$ cat src/rtl/regfile_sweep.sv
// regfile_sweep: MIPS general-purpose register file with two combinational read ports, one
// write port, optional same-cycle write-to-read bypass and a clear sequencer. The sequencer
// zeroes one entry per cycle after Reset or Clear, so the array needs no per-bit reset and
// can map to distributed RAM.
//
// Ports:
//   Clock      in   rising-edge clock
//   Reset      in   synchronous active-high reset, restarts the clear sweep
//   Clear      in   synchronous request to zero the whole array
//   ReadAddr1  in   read port 1 address
//   ReadAddr2  in   read port 2 address
//   ReadData1  out  read port 1 data (combinational)
//   ReadData2  out  read port 2 data (combinational)
//   WriteAddr  in   write address
//   WriteData  in   write data
//   RegWrite   in   write enable
//   Busy       out  registered, high while the clear sweep runs
//   WriteDrop  out  registered, one-cycle pulse per write refused while Busy
module regfile_sweep #(
   parameter int unsigned DATA_W   = 32,
   parameter int unsigned ADDR_W   = 5,
   parameter int unsigned BYPASS   = 1,
   parameter int unsigned ZERO_REG = 1
) (
   input  logic              Clock,
   input  logic              Reset,
   input  logic              Clear,
   input  logic [ADDR_W-1:0] ReadAddr1,
   input  logic [ADDR_W-1:0] ReadAddr2,
   output logic [DATA_W-1:0] ReadData1,
   output logic [DATA_W-1:0] ReadData2,
   input  logic [ADDR_W-1:0] WriteAddr,
   input  logic [DATA_W-1:0] WriteData,
   input  logic              RegWrite,
   output logic              Busy,
   output logic              WriteDrop
);

   localparam int unsigned DEPTH = 2 ** ADDR_W;

   typedef enum logic {StIdle, StClear} state_e;

   state_e            state_q, state_d;
   logic [ADDR_W-1:0] ptr_q, ptr_d;
   logic              drop_q, drop_d;

   logic              mem_we;
   logic [ADDR_W-1:0] mem_waddr;
   logic [DATA_W-1:0] mem_wdata;
   logic [DATA_W-1:0] mem [DEPTH];

   logic              wr_is_zero;
   logic              busy;

   assign busy       = (state_q == StClear);
   assign wr_is_zero = (ZERO_REG != 0) && (WriteAddr == '0);

   // Next state, sweep pointer, drop flag and the single array write port.
   always_comb begin
      state_d   = state_q;
      ptr_d     = ptr_q;
      drop_d    = 1'b0;
      mem_we    = 1'b0;
      mem_waddr = WriteAddr;
      mem_wdata = WriteData;

      if (Reset) begin
         state_d = StClear;
         ptr_d   = '0;
      end else begin
         // A refused write is flagged whether or not Clear restarts the sweep.
         drop_d = busy && RegWrite && !wr_is_zero;
         if (Clear) begin
            // Restart without writing: the sweep will zero everything anyway.
            state_d = StClear;
            ptr_d   = '0;
         end else begin
            unique case (state_q)
               StIdle: begin
                  mem_we = RegWrite && !wr_is_zero;
               end
               StClear: begin
                  mem_we    = 1'b1;
                  mem_waddr = ptr_q;
                  mem_wdata = '0;
                  ptr_d     = ptr_q + 1'b1;
                  if (&ptr_q) begin
                     state_d = StIdle;
                  end
               end
               default: begin
                  state_d = StClear;
                  ptr_d   = '0;
               end
            endcase
         end
      end
   end

   always_ff @(posedge Clock) begin
      if (Reset) begin
         state_q <= StClear;
         ptr_q   <= '0;
         drop_q  <= 1'b0;
      end else begin
         state_q <= state_d;
         ptr_q   <= ptr_d;
         drop_q  <= drop_d;
      end
   end

   // Storage has no reset; the sweep provides the zeroing.
   always_ff @(posedge Clock) begin
      if (mem_we) begin
         mem[mem_waddr] <= mem_wdata;
      end
   end

   assign Busy      = busy;
   assign WriteDrop = drop_q;

   always_comb begin
      ReadData1 = mem[ReadAddr1];
      if (busy) begin
         ReadData1 = '0;
      end else if ((ZERO_REG != 0) && (ReadAddr1 == '0)) begin
         ReadData1 = '0;
      end else if ((BYPASS != 0) && RegWrite && (ReadAddr1 == WriteAddr)) begin
         ReadData1 = WriteData;
      end
   end

   always_comb begin
      ReadData2 = mem[ReadAddr2];
      if (busy) begin
         ReadData2 = '0;
      end else if ((ZERO_REG != 0) && (ReadAddr2 == '0)) begin
         ReadData2 = '0;
      end else if ((BYPASS != 0) && RegWrite && (ReadAddr2 == WriteAddr)) begin
         ReadData2 = WriteData;
      end
   end

endmodule
$ cat config.mk
export PLATFORM = sky130hd
export DESIGN_NAME = regfile_sweep
export DESIGN_NICKNAME = d
export VERILOG_FILES = /design/src/rtl/regfile_sweep.sv
export SDC_FILE = /design/constraint.sdc
export NUM_CORES = 1
export LEC_CHECK = 0
export ABC_CLOCK_PERIOD_IN_PS = 4700
export BUFFER_PORTS_ARGS = -buffer_cell sky130_fd_sc_hd__clkbuf_2
export CORE_ASPECT_RATIO = 1.4
export CORE_MARGIN = 3
export CORE_UTILIZATION = 35
export DETAILED_ROUTE_END_ITERATION = 7
export HOLD_SLACK_MARGIN = 0.06
export MAX_ROUTING_LAYER = met4
export PLACE_DENSITY = 0.53
export SLEW_MARGIN = 30
export SYNTH_ARGS = -nofsm -noshare
export SYNTH_HDL_FRONTEND = slang
export SYNTH_SLANG_ARGS = --single-unit
$ cat constraint.sdc
create_clock -name Clock -period 4.7 [get_ports Clock]
set_clock_uncertainty 0.15 [all_clocks]
set_input_delay 0.705 -clock Clock [delete_from_list [all_inputs] [get_ports Clock]]
set_output_delay 0.705 -clock Clock [all_outputs]
set_load 0.005 [all_outputs]
==> impl_results.md <==
* Status: complete, no violations
* Final setup margin at between 0.6 and 0.7 ns
* Synthesized area per cell at ~19 µm²
* Post-route insts no fill at between 4k and 5k
* IO Port Bufs at 116
* Worst r2r path cells at 6
* Worst slew margin at around 36%
* Slew @ Worst Pin at 0.960 ns
* Ys async rst share at 0%
* Effective utilization at floorplan at between 30% and 40%
* Post-cts sizing count at 0
* Die width at ~320 µm
* Detailed Route WL at around 170 mm
* Crit-path max FO at 23
* Vias per inst at ~6.3
* Ys flop type: edfxtp_1
* Mapped Area at approximately 0.048 mm²
* CTS tree: yes
* Cts hold-fix bufs at 0
* Antenna-violating nets left at 0
* Reg2reg end: mem[24][1]
* Grt total ovfl at 0
* Max-Cap Viols at 0
* Pin count of the biggest net entering global routing at 82
* Core area at between 0.1 and 0.15 mm²
* Number of synthesized register bits at 1031
* Clk buf depth at 3
* Die height at 446 µm
* Yosys top cell by area: edfxtp_1
* CTS H-tree depth at 3
* GPL Wtd Cong at approximately 0.84
* RSZ-0062 raised after global routing: false
* Clk Latency, worst-skew pair at between 0.7 and 0.8 ns
* Vias at roughly 29k
* Worst Setup EP: ReadData2[10]
* Fraction of layout instances using a drive strength above 1 at between 30 and 40%
* Clk pin slew, worst setup/hold paths at approximately 0.060 ns
* PwrDens at about 360 mW/mm²
* WL per Instance at 37.3 µm
* Drt initial violations at slightly below 3k
* Worst Hold Class: input pin to register
* Slew Viols, Final at 0
* Lkg Pwr at 17.9 nW
* Top-count cell post-synth: edfxtp_1
* Final Cycle Share at just under 90%
* Setup slack at placement at 0.639 ns
* CTS root buf: clkbuf_16
* Synth Warn # at 0
* Tot GR Track Use at 24.8%
* Netlist cell types at 54
* Critical path class: input pin to output pin
* Ports at ~120
* Reg2reg setup slack at about 1.2 ns
* Synth Net Count at between 2k and 3k
* Worst hold margin at 0.138 ns
* Sequential share of the synthesized area at between 60% and 70%
* Hold Vio Cnt, Final at 0
* Tmin final at approximately 4.1 ns
* Critical path arrival at 3.21 ns
* Top cells by area, synth: edfxtp_1 (64%), mux4_2 (19%), mux2i_1 (4.0%), a22oi_1 (1.5%), a221oi_1 (1.5%)
* Final setup vio count at 0
* Num Clock Sinks at between 1k and 1.5k
* Share of Yosys cell area claimed by the top area cell type at 63.6%
* Worst VDD drop at 285 µV
* CP Capture Type: output pin
* Top achievable clock speed at ~0.25 GHz
* # rows at 160
* CP required at 3.85 ns
* Number of synthesized flops with an enable pin at 1024
* Placed Cells at around 4.5k
* Fin nets at 2830
* DRC viols at 0
* Startpoint types: input pin
* Crit. Startpoint: ReadAddr2[1]
* First-pass GRT wire length at between 200 and 250 mm
* Die area at 0.143 mm²
* Syn-to-layout area delta at 15.5%
* Most frequent cells after synthesis: edfxtp_1 (1024), mux4_2 (418), mux2i_1 (195)
* Antenna violations before repair at 2
* Post-Syn Instances at approximately 2.6k
* Postcts setup bufs at 0
* DP HPWL at between 90 and 100 mm
* DR pass1 iterations at 7
* TritonCTS buffer count at ~100
* Hold Path Cell Cnt at 2
* Vias in the first global route at between 30k and 40k
* RR Startpoint: Busy
* TNS Setup at 0 ns
## cell type report
| type | count | area [µm²] |
|---|---|---|
| Inverter | 6 | 22.5 |
| Sequential cell | 1031 | 30900 |
| Antenna cell | 2 | 5.00 |
| Clock inverter | 63 | 644 |
| Multi-Input combinational cell | 1342 | 16600 |
| Timing Repair Buffer | 293 | 2780 |
| Clock buffer | 123 | 2650 |
| Tap cell | 1782 | 2230 |
| Fill cell | 12100 | 80700 |
## through the flow
step / cell area, µm² / util (%) / total power, W
floorplan: 48300 / - / 0.0114
global placement: 52500 / 38.5 / 0.0121
detailed placement: 52500 / 38.5 / 0.0121
CTS: 55800 / 40.9 / 0.0203
global route: 55800 / 40.9 / 0.0208
finish: 55800 / 40.9 / 0.0202
## cell usage in the layout, fill, tap and decap left out, types with 12 or more instances in the layout
cell type,n
mux4_2,418
clkbuf_1,20
a221o_1,37
nor2_4,34
clkinv_2,24
edfxtp_1,1024
a21boi_0,14
clkbuf_16,103
mux2i_1,195
clkinv_1,19
clkbuf_2,109
a22oi_1,99
o21ai_1,19
xor2_1,12
buf_4,115
nand2_1,36
nand3_1,34
a21oi_1,61
buf_12,64
a221oi_1,84
o2111a_1,32
nor2_1,14
o22ai_1,64
o21ai_0,63
nor2b_1,35
## where the power goes
group / internal, W / switching [W] / total [W]
Combinational: 0.000653 / 0.00107 / 0.00173
Clock: 0.00463 / 0.00365 / 0.00828
Sequential: 0.0102 / 0.0000173 / 0.0102
## logic make-up after synthesis
family / count (synthesis) / share of synthesized area (%)
flip-flops: 1031 / 63.9
multiplexers: 614 / 23.5
AO/OA/AOI/OAI: 505 / 7.62
buffers and inverters: 231 / 2.47
AND/OR/NAND/NOR: 208 / 2.19
XOR/XNOR: 13 / 0.236
adder cells (fa/ha/maj): 2 / 0.0518
## per-layer routing
layer,wire [µm],GRT usage (%),vias up
li1,-,-,11600
met1,64200,29.7,15900
met2,88800,42.2,1509
met3,11700,3.23,396
met4,8310,11.0,0
met5,0,-,-
## sequential cells by signal, summed over array words and instances (netlist names)
name	cells
mem	1024
Busy	1
ptr_q	5
WriteDrop	1
## critical path, cell delays in order
cell and delay [ns]:
buf_8 0.25, xor2_1 0.25, nor4_1 0.08, buf_4 0.16, a21boi_4 0.70, buf_4 0.41, nand3_1 0.23, o2111a_1 0.22
clkbuf_2 0.12
## how the worst min path moves through the flow
| stage | start | slack (ns) | to |
|---|---|---|---|
| 2_1_floorplan | ptr_q[3] | 0.36 | ptr_q[3] |
| 3_3_place_gp | ptr_q[1] | 0.40 | ptr_q[1] |
| 3_5_place_dp | ptr_q[1] | 0.41 | ptr_q[1] |
| 4_1_cts | Reset | 0.09 | WriteDrop |
| 5_1_grt | Reset | 0.13 | WriteDrop |
| 6_report | Reset | 0.14 | WriteDrop |
(Power assumes the default switching activity.)
